File: config.mk
export PLATFORM = sky130hd
export DESIGN_NAME = weight_fetch_unit
export DESIGN_NICKNAME = d
export VERILOG_FILES = /design/src/rtl/weight_fetch_unit.sv
export SDC_FILE = /design/constraint.sdc
export NUM_CORES = 1
export LEC_CHECK = 0
export ABC_AREA = 1
export BUFFER_PORTS_ARGS = -buffer_cell sky130_fd_sc_hd__buf_2
export CORE_AREA = 2 2 158 315
export CTS_CLUSTER_DIAMETER = 50
export CTS_CLUSTER_SIZE = 12
export DETAILED_ROUTE_END_ITERATION = 12
export DIE_AREA = 0 0 160 317
export PLACE_DENSITY_LB_ADDON = 0.15
export SLEW_MARGIN = 10
export SYNTH_ARGS = -nofsm -noshare
export SYNTH_HDL_FRONTEND = slang
export SYNTH_SLANG_ARGS = --single-unit
File: constraint.sdc
create_clock -name clk -period 14.51 [get_ports clk]
set_input_delay 2.902 -clock clk [delete_from_list [all_inputs] [get_ports clk]]
set_output_delay 2.902 -clock clk [all_outputs]
set_load 0.05 [all_outputs]
File: src/rtl/weight_fetch_unit.sv
// weight_fetch_unit: fetches one output channel's 3x3 and/or 1x1 weight block
// through the shared arbiter, with up to MAX_OUTSTD requests in flight, and
// writes the returned words in order into the MAC array weight buffer.
module weight_fetch_unit #(
  parameter int AW         = 32,
  parameter int DW         = 32,
  parameter int MAX_OUTSTD = 4,
  parameter int CNT_W      = 12
) (
  input  logic             clk,
  input  logic             rst_n,
  input  logic             weight_start,
  output logic             weight_done,
  input  logic [1:0]       mode,
  input  logic [7:0]       in_ch,
  input  logic [7:0]       out_ch_cnt,
  input  logic [AW-1:0]    weight3_base_addr,
  input  logic [AW-1:0]    weight1_base_addr,
  output logic [AW-1:0]    weight_biu2arb_addr,
  output logic             weight_biu2arb_vld,
  input  logic             weight_biu2arb_rdy,
  input  logic [AW-1:0]    arb2weight_biu_addr,
  input  logic [DW-1:0]    arb2weight_biu_data,
  input  logic             arb2weight_biu_vld,
  output logic             arb2weight_biu_rdy,
  output logic [CNT_W-1:0] weight_waddr,
  output logic [DW-1:0]    weight_wdata,
  output logic             weight_wen
);

  localparam int WPW = DW / 8;                    // int8 weights per bus word
  localparam int OW  = $clog2(MAX_OUTSTD + 1);

  typedef enum logic [2:0] {IDLE, REQ3, REQ1, DRAIN, DONE} state_t;

  // operation parameters captured at start; everything later derives from these
  typedef struct packed {
    logic [1:0]       mode;
    logic [CNT_W-1:0] w3;
    logic [CNT_W-1:0] w1;
    logic [CNT_W-1:0] total;
    logic [AW-1:0]    a1;
  } cfg_t;

  state_t           state, state_nxt;
  cfg_t             cfg;
  logic [CNT_W-1:0] w3_c, w1_c, total_c;
  logic [AW-1:0]    a3_c, a1_c;
  logic [AW-1:0]    addr_q;
  logic             vld_q;
  logic [CNT_W-1:0] req_cnt, phase_words, rsp_cnt;
  logic [OW-1:0]    outst, outst_nxt;
  logic             start_ok, req_acc, rsp_acc, last_req, room_nxt, need1;
  logic             unused_rsp_addr;

  // response address is informational only
  assign unused_rsp_addr = ^arb2weight_biu_addr;

  assign w3_c = CNT_W'((32'(in_ch) * 32'd9 + 32'(WPW) - 32'd1) / 32'(WPW));
  assign w1_c = CNT_W'((32'(in_ch) + 32'(WPW) - 32'd1) / 32'(WPW));
  assign a3_c = weight3_base_addr + AW'(out_ch_cnt) * AW'(w3_c) * AW'(WPW);
  assign a1_c = weight1_base_addr + AW'(out_ch_cnt) * AW'(w1_c) * AW'(WPW);

  // total words to write for the selected kernel mode (3 behaves like 0)
  always_comb begin
    case (mode)
      2'd1:    total_c = w3_c;
      2'd2:    total_c = w1_c;
      default: total_c = w3_c + w1_c;
    endcase
  end

  assign start_ok    = (state == IDLE) && weight_start;
  assign need1       = (cfg.mode != 2'd1);
  assign req_acc     = vld_q && weight_biu2arb_rdy;
  assign rsp_acc     = arb2weight_biu_vld && arb2weight_biu_rdy;
  assign phase_words = (state == REQ3) ? cfg.w3 : cfg.w1;
  assign last_req    = req_acc && (req_cnt == phase_words - CNT_W'(1));
  assign outst_nxt   = outst + OW'(req_acc) - OW'(rsp_acc);
  assign room_nxt    = (outst_nxt < OW'(MAX_OUTSTD));

  assign weight_biu2arb_addr = addr_q;
  assign weight_biu2arb_vld  = vld_q;
  assign arb2weight_biu_rdy  = (state == REQ3) || (state == REQ1) || (state == DRAIN);
  assign weight_done         = (state == DONE);

  // state register
  always_ff @(posedge clk) begin
    if (!rst_n) state <= IDLE;
    else        state <= state_nxt;
  end

  // next-state logic
  always_comb begin
    state_nxt = state;
    case (state)
      IDLE:  if (weight_start) state_nxt = (mode == 2'd2) ? REQ1 : REQ3;
      REQ3:  if (last_req)     state_nxt = need1 ? REQ1 : DRAIN;
      REQ1:  if (last_req)     state_nxt = DRAIN;
      DRAIN: if (rsp_cnt == cfg.total) state_nxt = DONE;
      DONE:  state_nxt = IDLE;
      default: state_nxt = IDLE;
    endcase
  end

  // latch derived operation parameters on an accepted start
  always_ff @(posedge clk) begin
    if (!rst_n)        cfg <= '0;
    else if (start_ok) cfg <= '{mode: mode, w3: w3_c, w1: w1_c, total: total_c, a1: a1_c};
  end

  // request issue: registered vld/addr, held until accepted, throttled by outstanding count
  always_ff @(posedge clk) begin
    if (!rst_n) begin
      addr_q  <= '0;
      vld_q   <= 1'b0;
      req_cnt <= '0;
      outst   <= '0;
    end else begin
      outst <= outst_nxt;
      case (state)
        IDLE: begin
          req_cnt <= '0;
          vld_q   <= weight_start;
          if (weight_start) addr_q <= (mode == 2'd2) ? a1_c : a3_c;
        end
        REQ3, REQ1: begin
          if (last_req) begin
            req_cnt <= '0;
            if (state == REQ3 && need1) begin
              addr_q <= cfg.a1;
              vld_q  <= room_nxt;
            end else begin
              vld_q  <= 1'b0;
            end
          end else begin
            if (req_acc) begin
              addr_q  <= addr_q + AW'(WPW);
              req_cnt <= req_cnt + CNT_W'(1);
            end
            // a pending request keeps room_nxt true, so vld never drops before rdy
            vld_q <= room_nxt;
          end
        end
        default: vld_q <= 1'b0;
      endcase
    end
  end

  // response write-back: one-cycle latency, sequential buffer index
  always_ff @(posedge clk) begin
    if (!rst_n) begin
      weight_wen   <= 1'b0;
      weight_wdata <= '0;
      weight_waddr <= '0;
      rsp_cnt      <= '0;
    end else begin
      weight_wen <= rsp_acc;
      if (rsp_acc) begin
        weight_wdata <= arb2weight_biu_data;
        weight_waddr <= rsp_cnt;
        rsp_cnt      <= rsp_cnt + CNT_W'(1);
      end
      if (start_ok) rsp_cnt <= '0;
    end
  end

endmodule

==> metrics.md <==
| Metric | Value |
|---|---|
| Worst Setup End Kind | `flip-flop` |
| Core area | `0.0482 sq mm` |
| Final hold vios | `0` |
| Reg2reg path depth | `14` |
| Switching pwr | `3070 uW` |
| Die Width | `160 um` |
| Top cell type's share of synthesized area | `0.202` |
| Layout filler cell count | `5418` |
| CTS buffer count | `17` |
| Most common cell after layout, fill and taps aside | `nand2_1` |
| Num ports | `231` |
| Critical Path Source Type | `input port` |
| Pint | `between 2000 and 2500 uW` |
| Number of synthesized register bits | `169` |
| DR vias/cell | `between 5 and 6` |
| Critical path's slowest cell | `fa_1` |
| Synthesized area | `about 0.017 sq mm` |
| Maximum clock frequency | `88.7 MHz` |
| R2R Path Start | `state[0]` |
| Max-cap violations | `0` |
| Vias in the first global route | `17300` |
| Power density cells | `274 mW/mm^2` |
| Clock H-tree levels | `4` |
| Post-Syn Instances | `roughly 2500` |
| Initial core utilization | `0.347` |
| Clock-pin slew on the worst setup and hold paths | `0.07 ns` |
| Area leader, netlist | `dfxtp_1` |
| Synthesis Warnings | `0` |
| Ys async rst share | `0` |
| Post-CTS setup buffer count | `0` |
| Worst Path Max Fanout | `8` |
| Post-layout minimum cycle time | `11.28 ns` |
| Max rail drop VDD | `between 0.0002 and 0.00025 V` |
| Sequential share of the synthesized area | `0.202` |
| Worst Hold Endpoint | `cfg[42]` |
| Wire per inst | `18.0 um` |
| EDFF count, synth | `0` |
| Mapped Nets | `2925` |
| RSZ-0062 raised after global routing | `false` |
| Total Die Area | `between 0.05 and 0.06 sq mm` |
| Hold Path Origin | `cfg[42]` |
| R2R Setup Slk | `10.45 ns` |
| Final setup violating endpoints | `0` |
| CP dominant cell by count | `nand2_1` |
| Clock share of power | `0.088` |
| Commonest non-fill, non-tap cells in the layout | `604 x nand2_1, 415 x inv_1, 288 x nor2_1` |
| Area of the multi-input gates | `0.0114 sq mm` |
| Port Buffers | `198` |
| Layout Area Growth over Synthesis | `12.9%` |
| Final period util | `0.777` |
| Met1 global-route usage | `0.248` |
| Total track usage | `0.242` |
| Critical path type | `in2reg` |
| Outcome | `finished clean` |
| Worst EP arrival | `11.60 ns` |
| Height of the die | `317 um` |
| Total grt overflow | `0` |
| GR peak layer | `met2` |
| Max-Slew Margin vs Limit | `0.127` |
| Largest net degree at the start of global routing | `56` |
| Worst reg2reg endpoint | `req_cnt[7]` |
| Starting DRC count in detailed routing | `890` |
| Antenna viol nets, final | `0` |
| Syn Area/Cell | `6.56 sq um` |
| Clock skew | `0.00866 ns` |
| Row count | `roughly 110` |
| Final WS setup | `3.23 ns` |
| CP required | `14.83 ns` |
| Hold crit path type | `reg2reg` |
| Sw Share | `0.594` |
| CTS tree | `done` |
| Netlist cell types | `57` |
| Most common flop cell mapped by yosys | `dfxtp_1` |
| First-pass GRT wire length | `94700 um` |
| Initial antenna violation count | `0` |
| Worst Tran Pin Value | `1.30 ns` |
| Layout cells sized above 1 | `0.106` |
| Cts repair resizes | `0` |
| WHS Path Cells | `2` |
| Top cells by area, synth | `dfxtp_1 20%, nand2_1 14%, ha_1 11%` |
| Final net count | `about 3100` |
| DP Worst Slack | `2.79 ns` |
| Leak | `between 0.009 and 0.01 uW` |
| Pre-antenna DRT Iters | `5` |
| # DRC | `0` |
| Post-layout util | `0.392` |
| Hold Buf Count CTS | `0` |
| CTS Buffer Depth | `2` |
| Register area | `0.00338 sq mm` |
| Routability congestion estimate | `a little over 0.9` |
| Comb power frac | `0.785` |
| CTS sink cnt | `about 170` |
| Worst-Skew Late Latency | `0.45 ns` |
| Root Driver | `clkbuf_16` |
| Via count | `16900` |
| Crit-path max cell delay | `0.56 ns` |
| Met3 usage | `0.0203` |
| Routed WL | `~61000 um` |
| GRT met2 Usage | `0.480` |
| Setup_tns | `0 ns` |
| Slew Viols, Final | `0` |
| Post-DP HPWL | `51000 um` |
| Part of the power in registers | `0.127` |
-- synthesized netlist by cell type (42+ instances only) --
| library cell | instances |
|---|---|
| a21oi_1 | 143 |
| clkbuf_1 | 42 |
| dfxtp_1 | 169 |
| fa_1 | 81 |
| ha_1 | 144 |
| inv_1 | 415 |
| nand2_1 | 604 |
| nand3_1 | 180 |
| nor2_1 | 288 |
| nor3_1 | 47 |
| o21ai_0 | 103 |
| xor2_1 | 66 |
-- kinds of logic (layout without fill, tap and decap cells) --
kind of cell,Yosys count,in the layout,synth area share
AOI/OAI and AO/OA,362,362,0.123
xor gates and xnor gates,92,92,0.0490
adders and majority gates,225,225,0.205
buffers and inverters,492,669,0.114
DFF,169,169,0.202
muxes,2,2,0.00120
other,0,1,0
and+or+nand+nor,1207,1207,0.305
-- through the flow --
stage | std cells | power [uW] | hold slack, ns | area, sq um
global placement | 3332 | 4730 | 0.439 | 18300
floorplan | 2549 | 3550 | 0.426 | 16700
detailed placement | 3332 | 4730 | 0.446 | 18300
finish | 3365 | 5170 | 0.455 | 18900
CTS | 3364 | 5200 | 0.456 | 18900
global route | 3364 | 5720 | 0.473 | 18900
-- worst max path at each step --
stage	start	cells after the start	endpoint	slack, ns
after floorplan	in_ch[1]	48	weight_biu2arb_addr[26]	4.55
after global placement	in_ch[1]	49	weight_biu2arb_addr[26]	2.83
after detailed placement	in_ch[1]	49	weight_biu2arb_addr[26]	2.79
after CTS	in_ch[1]	49	weight_biu2arb_addr[26]	3.26
after global routing	in_ch[1]	47	weight_biu2arb_addr[25]	2.58
final	in_ch[1]	49	weight_biu2arb_addr[26]	3.23
-- routing by layer --
metal | routed length (um) | vias up
li1 | - | 8492
met1 | 22300 | 7844
met2 | 32800 | 477
met3 | 2220 | 114
met4 | 3310 | 0
met5 | 0 | -
-- power groups by stage --
stage                     clock network (uW)  logic (uW)  registers, uW
after global placement                     0        4070            668
final                                    452        4060            658
after CTS                                464        4080            661
after detailed placement                   0        4060            671
after global routing                     482        4560            675
after floorplan                            0        2710            841
-- sequential cells by signal, indices dropped and copies added, names as in the netlist, 3 cells and up --
signal / cells
cfg: 61
state: 3
weight_waddr: 12
weight_biu2arb_addr: 32
outst: 3
rsp_cnt: 12
weight_wdata: 32
req_cnt: 12
-- critical path, delay by kind of cell --
kind / cells / cell delay (ns)
buffers and inverters: 5 / 0.59
XOR/XNOR: 1 / 0.40
AND/OR/NAND/NOR: 27 / 2.90
AO/OA/AOI/OAI: 8 / 1.39
adder cells (fa/ha/maj): 8 / 3.42
-- area by class of cell --
| cell class | count | share of cell area |
|---|---|---|
| timing repair buffer | 212 | 0.0581 |
| tap | 638 | 0.0423 |
| sequential | 169 | 0.179 |
| clock buffer | 17 | 0.0225 |
| antenna | 1 | 0.000133 |
| clock inverter | 15 | 0.00822 |
| multi-input combinational | 1888 | 0.605 |
| inverter | 425 | 0.0846 |
Power figures use the tool's default switching activity.
